$ cat src/rtl/display_scheduler.sv
// rtl/display_scheduler.sv - round-robin time-sharing of the 7-seg decoder with minimum dwell
// Optional inter-source blanking is compiled in with DISPLAY_SCHED_BLANK_EN.
module display_scheduler #(
  parameter int W            = 12,
  parameter int DWELL        = 50000000,
  parameter int BLANK_CYCLES = 5000000
) (
  input  logic             clk,
  input  logic             reset,
  input  logic [2:0]       req,
  input  logic [3*W-1:0]   req_data,
  input  logic             hold,
  output logic [2:0]       ack,
  output logic [W-1:0]     disp_value,
  output logic [1:0]       disp_src,
  output logic             disp_valid,
  output logic             disp_blank
);

  localparam int CW = $clog2((DWELL > BLANK_CYCLES ? DWELL : BLANK_CYCLES) + 1);
  localparam logic [CW-1:0] DWELL_LOAD = CW'(DWELL - 1);
`ifdef DISPLAY_SCHED_BLANK_EN
  localparam logic [CW-1:0] BLANK_LOAD = CW'(BLANK_CYCLES - 1);
`endif

  typedef enum logic [1:0] {IDLE, SHOW, EXPIRED, BLANK} state_t;

  state_t        state_q, state_d;
  logic [CW-1:0] cnt_q, cnt_d;
  logic [1:0]    ptr_q, ptr_d;
  logic [2:0]    ack_q, ack_d;
  logic [W-1:0]  value_q, value_d;
  logic [1:0]    src_q, src_d;
  logic          valid_q, valid_d;
  logic          blank_q, blank_d;
  logic [1:0]    pick;
  logic          do_cap;

  // First asserted request at or after the pointer, wrapping modulo 3.
  function automatic logic [1:0] rr_pick(input logic [2:0] r, input logic [1:0] p);
    logic [2:0] s;
    rr_pick = p;
    for (int k = 2; k >= 0; k--) begin
      s = {1'b0, p} + 3'(k);
      if (s >= 3'd3) s = s - 3'd3;
      if (r[s[1:0]]) rr_pick = s[1:0];
    end
  endfunction

  assign pick = rr_pick(req, ptr_q);

  always_comb begin
    state_d = state_q;
    cnt_d   = cnt_q;
    ptr_d   = ptr_q;
    ack_d   = 3'b000;
    value_d = value_q;
    src_d   = src_q;
    valid_d = valid_q;
    blank_d = blank_q;
    do_cap  = 1'b0;
    if (!hold) begin
      case (state_q)
        IDLE, EXPIRED: if (|req) do_cap = 1'b1;
        SHOW: begin
          if (cnt_q != '0) begin
            cnt_d = cnt_q - 1'b1;
          end else if (|req) begin
`ifdef DISPLAY_SCHED_BLANK_EN
            state_d = BLANK;
            cnt_d   = BLANK_LOAD;
            blank_d = 1'b1;
`else
            do_cap  = 1'b1;
`endif
          end else begin
            state_d = EXPIRED;
          end
        end
`ifdef DISPLAY_SCHED_BLANK_EN
        BLANK: begin
          if (cnt_q != '0) begin
            cnt_d = cnt_q - 1'b1;
          end else begin
            blank_d = 1'b0;
            if (|req) do_cap = 1'b1;
            else      state_d = EXPIRED;
          end
        end
`endif
        default: state_d = IDLE;
      endcase
    end
    if (do_cap) begin
      value_d = req_data[int'(pick)*W +: W];
      src_d   = pick;
      valid_d = 1'b1;
      ack_d   = 3'b001 << pick;
      cnt_d   = DWELL_LOAD;
      state_d = SHOW;
      ptr_d   = (pick == 2'd2) ? 2'd0 : pick + 2'd1;
    end
  end

  always_ff @(posedge clk) begin
    if (reset) begin
      state_q <= IDLE;
      cnt_q   <= '0;
      ptr_q   <= 2'd0;
      ack_q   <= 3'b000;
      value_q <= '0;
      src_q   <= 2'd0;
      valid_q <= 1'b0;
      blank_q <= 1'b0;
    end else begin
      state_q <= state_d;
      cnt_q   <= cnt_d;
      ptr_q   <= ptr_d;
      ack_q   <= ack_d;
      value_q <= value_d;
      src_q   <= src_d;
      valid_q <= valid_d;
      blank_q <= blank_d;
    end
  end

  assign ack        = ack_q;
  assign disp_value = value_q;
  assign disp_src   = src_q;
  assign disp_valid = valid_q;
  assign disp_blank = blank_q;

endmodule

$ cat config.mk
export PLATFORM = sky130hd
export DESIGN_NAME = display_scheduler
export DESIGN_NICKNAME = d
export VERILOG_FILES = /design/src/rtl/display_scheduler.sv
export SDC_FILE = /design/constraint.sdc
export NUM_CORES = 1
export LEC_CHECK = 0
export ABC_AREA = 1
export CAP_MARGIN = 5
export CORE_ASPECT_RATIO = 1.25
export CORE_MARGIN = 2
export CORE_UTILIZATION = 50
export DETAILED_ROUTE_END_ITERATION = 16
export PLACE_DENSITY = 0.79
export SKIP_LAST_GASP = 1
export SLEW_MARGIN = 20
export SYNTH_ARGS = -nofsm -noshare
export SYNTH_HDL_FRONTEND = slang
export SYNTH_SLANG_ARGS = --single-unit
$ cat constraint.sdc
create_clock -name clk -period 2.6 [get_ports clk]
set_input_delay 0.39 -clock clk [delete_from_list [all_inputs] [get_ports clk]]
set_output_delay 0.39 -clock clk [all_outputs]
set_load 0.02 [all_outputs]
# After elaboration in Yosys (flattened, before gate mapping)

Index checks and enable logic that the tools add are counted.

Add/sub/neg operators: 7
Multiply operators: 1
Order comparisons: 6
Eq/ne operators: 9
Shifts and indexed selects: 2
Multiplexer cells: 26
Bitwise logic cells: 3
Reduce and logical (&&, ||, !) cells: 12

Operators by type and width:

| kind                                                                  | count |
|---|---|
| 26-bit 2-to-1 mux                                                     | 4 |
| 36-bit by 7-bit variable part select with 12-bit output               | 1 |
| 26-bit nonzero test                                                   | 1 |
| 26-bit by 1-bit subtractor with 26-bit output, second input constant  | 1 |
| 2-bit 2-to-1 mux                                                      | 9 |
| 2-bit by 3-bit < comparator with 1-bit output, second input constant  | 3 |
| 1-bit 2-to-1 mux                                                      | 8 |
| 4-bit AND reduction                                                   | 2 |
| 1-bit binary-select mux with 2-bit select                             | 3 |
| 3-bit by 2-bit >= comparator with 1-bit output, second input constant | 2 |
| 2-bit != test, second input constant                                  | 3 |
| 3-bit != test, second input constant                                  | 2 |
| 3-bit AND reduction                                                   | 2 |
| 2-bit OR reduction                                                    | 3 |
| 2-bit subtractor, second input constant                               | 3 |
| 2-bit equality test, second input constant                            | 2 |
| 2-bit by 2-bit multiplier with 4-bit output, second input constant    | 1 |
| 2-bit one-hot mux with 2 select lines                                 | 1 |
| 2-bit nonzero test                                                    | 2 |
| 2-bit by 1-bit adder with 3-bit output, second input constant         | 1 |
| 2-bit by 2-bit adder with 3-bit output, second input constant         | 1 |
| 1-bit NOT                                                             | 3 |
| 3-bit OR reduction                                                    | 1 |
| 1-bit by 2-bit << shifter with 3-bit output, first input constant     | 1 |
| 6 further kinds                                                       | 6 |

Flip-flop bits (word level): 48
Bits of input ports: 42
Output and inout bits: 19
Word-level logic and storage cells: 75

# Logic depth before layout (Yosys ltp)

Gate-level depths: netlist (run 1).

Word-level depth: 10
Mapped depth: 16
Depth with buffers taken out: 15

# Worst setup path after synthesis (run 1)

No wires, ideal clock.

Path kind: reg2reg
Start: reg ptr_q[0]
End: reg value_q[10] (netlist: disp_value[10])
Library setup time: 112 ps
Data arrival time: 1734 ps
Required time: 2488 ps
Path slack: 754 ps
Stages on the path, launching flop included: 16
Path buffers: 1
Clock period less this slack: 1846 ps
Path through: dfxtp_1 -> inv_1 -> ha_1 -> inv_2 -> nand2_1 -> nand3_1 -> nand2_1 -> nand3_1 -> nand2_1 -> nand2_2 -> buf_2 -> nand2_1 -> nand3_1 -> nand2_1 -> nand2_1 -> nand2_1

Word-level cells in the longest chain between the ends: 10
Elaborated cells between the ends (all ways): 22
Classes of those cells: 5 x add/sub; 1 x mul; 3 x order compare; 1 x shift; 12 x mux

RTL lines:

| what                                                                                      | line | RTL |
|---|---|---|
| from (decl)                                                                               | 30   | `logic [1:0] ptr_q, ptr_d;` |
| from (signal assigned)                                                                    | 118  | `ptr_q <= ptr_d;` |
| 2-bit by 2-bit adder with 3-bit output                                                    | 44   | `s = {1'b0, p} + 3'(k);` |
| 3-bit by 2-bit >= comparator with 1-bit output / 2-bit subtractor (equally long branches) | 45   | `if (s >= 3'd3) s = s - 3'd3;` |
| 2-bit 2-to-1 mux                                                                          | 45   |  |
| 1-bit binary-select mux with 2-bit select                                                 | 46   | `if (r[s[1:0]]) rr_pick = s[1:0];` |
| 1-bit 2-to-1 mux (not written as such)                                                    | 46   |  |
| 2-bit 2-to-1 mux (2 in a row)                                                             | 46   |  |
| 2-bit 2-to-1 mux (*)                                                                      | 46   |  |
| 2-bit by 2-bit multiplier with 4-bit output (*)                                           | 95   | `value_d = req_data[int'(pick)*W +: W];` |
| 36-bit by 7-bit variable part select with 12-bit output (*)                               | 95   |  |
| to (signal assigned)                                                                      | 120  | `value_q <= value_d;` |
| to (decl)                                                                                 | 32   | `logic [W-1:0] value_q, value_d;` |

Every way passes the cells marked *; elsewhere a longest branch is shown, timed or not. The select of a mux whose other input is x is not followed.
A chain may end at the register's enable or synchronous reset.

# Worst setup path after layout (run 1)

Start: reg cnt_q[0]
End: reg cnt_q[13]

Word-level cells in the longest chain between the ends: 6
Elaborated cells between the ends (all ways): 13
Classes of those cells: 1 x add/sub; 1 x eq/ne; 7 x mux; 4 x reduce/logical

RTL lines:

| what                                                                                  | line | RTL |
|---|---|---|
| from (decl)                                                                           | 29   | `logic [CW-1:0] cnt_q, cnt_d;` |
| from (signal assigned)                                                                | 117  | `cnt_q <= cnt_d;` |
| branches (longest 6 deep; another with 26-bit by 1-bit subtractor with 26-bit output) | --   |  |

Several ways; the timed one is not identified. The select of a mux whose other input is x is not followed.

==> impl_metrics.yaml, run 1 <==
clock_tree:
  cts_tree: "built"
  ctsResizeCount: 0
  clock_path_buffers: 2
  holdBufCountCts: 0
  cts.clk_slew.worst_paths_ns: 0.09
  htree_levels: 2
  insertion_delay_ns: 0.30
  clock_sinks: 48
  post_cts_buffers: 0
  cts_root_buf: "clkbuf_8"
  cts-buffers-inserted: 5
synthesis:
  ys_warn_count: 0
  ys_top_cells_by_count: "nand2_1, inv_1, nand3_1"
  yosys_most_used_dff: "dfxtp_1"
  synth_edf_count: 0
  ys_types: 29
  synth_top_area_cell: "dfxtp_1"
  synthCells: 507
  ys_ff_latch: 48
  syn_area_um2: 2994
  synthArstFlopShare_pct: 0
  syn_nets: 552
  synthMostInstantiatedCell: "nand2_1"
  avgSynthCellArea_um2: 5.906
  ys_seq_area_share_pct: 32.09
  synth_top_cell_area_share_pct: 32.09
  synth_area_leaders: "dfxtp_1, nand2_1, nand3_1"
worst_setup_path:
  crit_arrival_ns: 2.40
  required_ns: 2.81
  end_kind: "flip-flop"
  worst-path-max-fanout: 18
  worstSetupStartpointType: "flip-flop"
  crit_type: "reg -> reg"
global_route:
  grt_pass1_wl_um: 12610
  grt_pass1_vias: 3030
  antenna_found_initial: 0
  grt_max_degree: 21
  grt-ovfl-total: 0
  track_usage_pct: 23.22
pwr:
  p_comb_share_pct: 42.6
  p_seq_share_pct: 35.9
  p_switching_mw: 0.9504
  clock_power_share_pct: 21.4
  p_leak_nw: 1.935
  ir_drop_uv: 488.6
  powerDensity_nw_per_um2: 666.1
  p_total_mw: 2.481
  swShare_pct: 38.30
  p_int_mw: 1.531
place:
  place_hpwl_um: 5538
  dp.cells: 625
  numPortBuffers: 59
  gp_congestion: 0.9038
  dp_slack_ns: 0.2745
floorplan:
  num_rows: 31
  coreArea_um2: 5779
  ios: 61
  die-width_um: 73.22
  start_util_pct: 51.81
  die_area_um2: 6627
  dieHeight_um: 90.52
sta:
  period_share_pct: 84.39
  setup_viol: 0
  setup_ws_ns: 0.4058
  rsz0062_at_grt: "false"
  hold_viol_final: 0
  period_minus_slack_ns: 2.194
  holdWs_ns: 0.4573
  finalSetupTns_ns: 0
  skew_ns: 0.004436
  maxSlewViolCount: 0
  max_freq_mhz: 455.7
detailed_routing:
  drt-total-wl_um: 7228
  drt.antenna.violating_nets: 0
  drc: 0
  dr.first_iter.drc_count: 176
  vias: 3185
  dr.pass1.iters: 7
  viasPerCell: 5.032
  wl_per_cell_um: 11.42
outcome:
  status: "complete, no violations"
worst_hold_path:
  hold_path_class: "reg -> reg"
layout:
  final_nets: 611
  layout-drive-gt1-share_pct: 6.349
  area_growth_pct: 24.40
  final_cells: 633
  insertedDiodeCount: 0
job:
  cap_violations: 0
## registers in the layout (all words and copies together), names as in the netlist
signal	count
cnt_q	26
disp_value	12
ack	3
disp_src	2
ptr_q	2
state_q	2
disp_valid	1
## logic make-up after synthesis
kind of cell / Yosys count / share of synthesized area (%)
XOR/XNOR: 5 / 1.463
other: 1 / 0.1252
buffers and inverters: 97 / 13.71
AND/OR/NAND/NOR: 329 / 47.35
adder cells (fa/ha/maj): 3 / 1.254
AO/OA/AOI/OAI: 24 / 4.012
flip-flops: 48 / 32.09
## layer usage
layer  GRT usage [%]  routed length, um  vias up
met4           6.481                 70        0
met5               0                  0        -
met1           25.28               2883     1399
met3           5.246                565        9
met2           43.24               3709      117
li1                -                  -     1660
## final timing paths
path                                  from    endpoint  slack [ns]  depth (start not counted)
worst min register to register  disp_valid  disp_valid        0.46                          2
worst max register to register    cnt_q[0]   cnt_q[13]        0.41                         13
worst min-delay path            disp_valid  disp_valid        0.46                          2
worst max-delay path              cnt_q[0]   cnt_q[13]        0.41                         13
## through the flow
step	instance area, um^2	util, %
final	3725	64.45
after global routing	3725	64.45
after CTS	3725	64.45
after detailed placement	3617	62.59
after global placement	3617	62.59
after floorplan	2994	-
## power by group through the flow
stage                     logic (mW)  clock network, mW  registers (mW)
final                           1.06              0.532           0.892
after floorplan                0.670                  0           0.957
after CTS                       1.06              0.540           0.891
after global placement          1.03                  0           0.906
after global routing            1.20              0.574           0.902
after detailed placement        1.05                  0           0.905
## cells in the final DEF, fill, tap and decap left out, types with 6 or more instances in the layout
cell type,synthesis,routed
a21oi_1,9,9
buf_4,4,6
clkdlybuf4s50_1,0,59
dfxtp_1,48,48
inv_1,78,78
nand2_1,181,181
nand3_1,61,61
nor2_1,53,53
nor2_2,7,7
nor3_1,9,9
o21ai_0,14,14
## worst max-delay path: stages (launching register included)
cell,delay [ns]
dfxtp_1,0.32
inv_1,0.09
ha_1,0.20
inv_1,0.08
nor2_1,0.15
nand2_1,0.12
nor2_1,0.26
nand2_1,0.14
nand2_2,0.29
nor2_1,0.15
nand2_1,0.08
nand3_1,0.08
nand2_1,0.08
inv_1,0.04
## layout make-up
cell class                      count  area, um^2
Clock buffer                        6       72.57
Timing Repair Buffer               65       635.6
Multi-Input combinational cell    362        1623
Clock inverter                      2       35.03
Fill cell                         525        2054
Sequential cell                    48       960.9
Inverter                           84       315.3
Tap cell                           66       82.58
Power figures use the tool's default switching activity.
==> run 2, diff against run 1 <==
==> constraint.sdc (replaced) <==
create_clock -name clk -period 2.2 [get_ports clk]
set_input_delay 0.33 -clock clk [delete_from_list [all_inputs] [get_ports clk]]
set_output_delay 0.33 -clock clk [all_outputs]
set_load 0.02 [all_outputs]
==> impl_metrics.yaml, run 2 (same netlist as run 1, synthesis figures left out) <==
sta:
  rsz0062_at_grt: "false"
  holdWs_ns: 0.4552
  skew_ns: 0.008377
  period_minus_slack_ns: 1.997
  max_freq_mhz: 500.7
  setup_viol: 0
  period_share_pct: 90.77
  finalSetupTns_ns: 0
  maxSlewViolCount: 0
  hold_viol_final: 0
detailed_routing:
  wl_per_cell_um: 11.38
  vias: 3204
  drt.antenna.violating_nets: 0
  drt-total-wl_um: 7285
  viasPerCell: 5.006
  dr.first_iter.drc_count: 180
  drc: 0
  dr.pass1.iters: 7
worst_setup_path:
  required_ns: 2.39
  reg2reg_depth: 13
  crit_type: "reg -> reg"
  cp-endpoint: "ptr_q[0]"
  worst-path-max-fanout: 17
  crit_arrival_ns: 2.19
  worst_r2r_endpoint: "ptr_q[0]"
  end_kind: "flip-flop"
  worstSetupStartpointType: "flip-flop"
  rrSetupSlack_ns: 0.20
  r2r_start: "cnt_q[0]"
  worstSetupStartpoint: "cnt_q[0]"
clock_tree:
  cts_tree: "built"
  clock_sinks: 48
  cts.clk_slew.worst_paths_ns: 0.10
  post_cts_buffers: 0
  cts-buffers-inserted: 5
  htree_levels: 2
  cts_root_buf: "clkbuf_8"
  ctsResizeCount: 0
  holdBufCountCts: 0
  insertion_delay_ns: 0.31
  clock_path_buffers: 2
global_route:
  met3_usage_pct: 6.920
  met1_usage_pct: 27.07
  grt-ovfl-total: 0
  grt_pass1_wl_um: 12860
  grt_use_met2_pct: 41.97
  grt_max_degree: 18
  grt_pass1_vias: 3097
  busiest_layer: "met2"
  antenna_found_initial: 0
  track_usage_pct: 23.69
job:
  cap_violations: 0
layout:
  area_growth_pct: 27.16
  layout_common_cells: "nand2_1, inv_1, nand3_1"
  largest_reg_flops: 26
  insertedDiodeCount: 0
  final_core_util_pct: 65.88
  final_nets: 618
  top_register: "cnt_q"
  layout_commonest_cell: "nand2_1"
  layout-drive-gt1-share_pct: 7.840
  design_area_um2: 3807
floorplan:
  die_area_um2: 6627
  die-width_um: 73.22
  dieHeight_um: 90.52
  coreArea_um2: 5779
  num_rows: 31
  ios: 61
  start_util_pct: 51.81
worst_hold_path:
  hold_path_class: "reg -> reg"
pwr:
  powerDensity_nw_per_um2: 766.7
  ir_drop_uv: 591.2
  p_leak_nw: 1.973
  p_total_mw: 2.919
place:
  dpl_cell_area_um2: 3707
  place_hpwl_um: 5674
  numPortBuffers: 59
  gp_congestion: 0.9375
outcome:
  status: "complete, no violations"
==> run 2: power breakdown <==
| part | internal (mW) | switching (mW) | leakage (nW) |
|---|---|---|---|
| Clock | 0.232 | 0.326 | 0.0452 |
| Combinational | 0.548 | 0.760 | 1.53 |
| Sequential | 0.977 | 0.0757 | 0.395 |
| Total | 1.76 | 1.16 | 1.97 |
==> run 2: worst min path at each step <==
stage              startpoint        endpoint  slack, ns  depth (start not counted)
3_5_place_dp      disp_src[0]     disp_src[0]       0.44                          2
4_1_cts           disp_src[0]     disp_src[0]       0.46                          2
2_1_floorplan           reset        cnt_q[0]       0.40                          1
6_report       disp_value[10]  disp_value[10]       0.46                          2
5_1_grt           disp_src[0]     disp_src[0]       0.46                          2
3_3_place_gp      disp_src[0]     disp_src[0]       0.43                          2
==> run 2: layer usage <==
layer  vias up  wire length [um]
met5         -                 0
met2       114              3715
met3        11               536
met1      1409              2957
li1       1670                 -
met4         0                75
==> run 2: layout make-up <==
class                      instances  area (um^2)
clock buffer                       5        68.82
inverter                          84        315.3
fill                             523         1972
multi-input combinational        362         1628
timing repair buffer              72        725.7
clock inverter                     3        25.02
sequential                        48        962.2
tap                               66        82.58
==> run 2: worst max-delay path, stage by stage (launching register included) <==
cell	delay [ns]
dfxtp_1	0.33
inv_1	0.07
ha_1	0.20
nand3_1	0.15
nor2_2	0.16
nand2_2	0.11
nor2_2	0.15
nand3_1	0.11
nand2_2	0.10
nand2_4	0.13
nand2_4	0.09
inv_2	0.14
nand2_1	0.09
o21ai_1	0.06
==> run 2: stage by stage <==
stage	instances	worst slack (ns)
after floorplan	507	0.3540
after detailed placement	632	-0.01380
final	640	0.2030
after global routing	640	0.01344
after CTS	640	0.1672
after global placement	632	0.02750
==> run 3, diff against run 2 <==
--- a/config.mk
+++ b/config.mk
@@ -12,7 +12,7 @@
 export CORE_UTILIZATION = 50
 export DETAILED_ROUTE_END_ITERATION = 16
 export PLACE_DENSITY = 0.79
-export SKIP_LAST_GASP = 1
+export RECOVER_POWER = 25
 export SLEW_MARGIN = 20
 export SYNTH_ARGS = -nofsm -noshare
 export SYNTH_HDL_FRONTEND = slang
==> impl_metrics.yaml, run 3 (same netlist as run 1, synthesis figures left out) <==
clock_tree:
  cts_tree: "built"
  htree_levels: 2
  cts.clk_slew.worst_paths_ns: 0.10
  clock_path_buffers: 2
  clock_sinks: 48
  insertion_delay_ns: 0.31
  cts-buffers-inserted: 5
  cts_root_buf: "clkbuf_8"
worst_setup_path:
  required_ns: 2.39
  crit_arrival_ns: 2.19
  worst-path-max-fanout: 17
  r2r_start: "cnt_q[0]"
  cp-endpoint: "ptr_q[0]"
  rrSetupSlack_ns: 0.20
  reg2reg_depth: 13
  worst_r2r_endpoint: "ptr_q[0]"
  worstSetupStartpoint: "cnt_q[0]"
  worstSetupStartpointType: "flip-flop"
  end_kind: "flip-flop"
  crit_type: "reg -> reg"
global_route:
  antenna_found_initial: 0
  track_usage_pct: 23.69
  met3_usage_pct: 6.920
  grt-ovfl-total: 0
  met1_usage_pct: 27.07
  grt_pass1_vias: 3097
  grt_pass1_wl_um: 12860
  grt_max_degree: 18
  grt_use_met2_pct: 41.97
  busiest_layer: "met2"
layout:
  layout_commonest_cell: "nand2_1"
  largest_reg_flops: 26
  final_nets: 618
  layout_common_cells: "nand2_1, inv_1, nand3_1"
  area_growth_pct: 27.16
  top_register: "cnt_q"
  insertedDiodeCount: 0
  fillers: 523
  final_core_util_pct: 65.88
  final_cells: 640
  design_area_um2: 3807
  layout-drive-gt1-share_pct: 7.840
sta:
  max_freq_mhz: 500.6
  rsz0062_at_grt: "false"
  period_share_pct: 90.80
  setup_viol: 0
  skew_ns: 0.008201
  hold_viol_final: 0
  setup_ws_ns: 0.2023
  period_minus_slack_ns: 1.998
  maxSlewViolCount: 0
pwr:
  p_leak_nw: 2.020
  powerDensity_nw_per_um2: 762.1
  p_total_mw: 2.901
  ir_drop_uv: 584.1
detailed_routing:
  drt-total-wl_um: 7316
  dr.pass1.iters: 5
  vias: 3199
  dr.first_iter.drc_count: 171
  wl_per_cell_um: 11.43
  drt.antenna.violating_nets: 0
  drc: 0
  viasPerCell: 4.998
worst_hold_path:
  hold_path_depth: 2
  hold_path_class: "reg -> reg"
job:
  cap_violations: 0
floorplan:
  die_area_um2: 6627
  dieHeight_um: 90.52
  num_rows: 31
  die-width_um: 73.22
  coreArea_um2: 5779
  ios: 61
  start_util_pct: 51.81
place:
  dp.cells: 632
  numPortBuffers: 59
  dpl_cell_area_um2: 3707
  dp_slack_ns: -0.01380
  gp_congestion: 0.9375
  place_hpwl_um: 5674
outcome:
  status: "complete, no violations"
==> run 3: repair_timing <==
item / in CTS / in global routing
buffers inserted: 0 / 0
hold buffers: 0 / 0
gates resized for setup: 0 / 2
endpoints found under the setup margin: 0 / 11
endpoints found under the hold margin: 0 / 0
==> run 3: final cells by class <==
class / instances / area [um^2] / area share, %
clock buffers: 5 / 68.82 / 1.807
clock inverters: 3 / 25.02 / 0.6572
inverters: 84 / 315.3 / 8.281
multi-input cells: 362 / 1628 / 42.75
flip-flops and latches: 48 / 962.2 / 25.27
well taps: 66 / 82.58 / 2.169
repair buffers: 72 / 725.7 / 19.06
==> run 3: worst min path at each step <==
stage,end,from,slack (ns)
CTS,disp_src[0],disp_src[0],0.46
detailed placement,disp_src[0],disp_src[0],0.44
finish,disp_value[10],disp_value[10],0.46
global route,disp_src[0],disp_src[0],0.46
floorplan,cnt_q[0],reset,0.40
global placement,disp_src[0],disp_src[0],0.43
==> run 3: worst max-delay path, stage by stage (launching register included) <==
cell     delay [ns]
dfxtp_1        0.33
inv_1          0.07
ha_1           0.20
nand3_1        0.15
nor2_2         0.16
nand2_2        0.11
nor2_2         0.15
nand3_1        0.11
nand2_2        0.10
nand2_4        0.13
nand2_4        0.09
inv_2          0.14
nand2_1        0.09
o21ai_1        0.06
==> run 3: metrics by stage <==
step / TNS, ns / hold WS, ns
6_report: 0 / 0.4555
5_1_grt: 0 / 0.4613
4_1_cts: 0 / 0.4602
3_5_place_dp: -0.01456 / 0.4396
3_3_place_gp: 0 / 0.4281
2_1_floorplan: 0 / 0.3991
==> run 3: power breakdown <==
part	total [mW]	switching, mW	internal (mW)
Clock	0.561	0.328	0.232
Sequential	1.05	0.0730	0.977
Combinational	1.29	0.763	0.528
==> run 3: routing by layer <==
layer	vias up	wire length, um
met5	-	0
met4	0	84
met3	12	516
met2	106	3698
met1	1412	3017
li1	1669	-
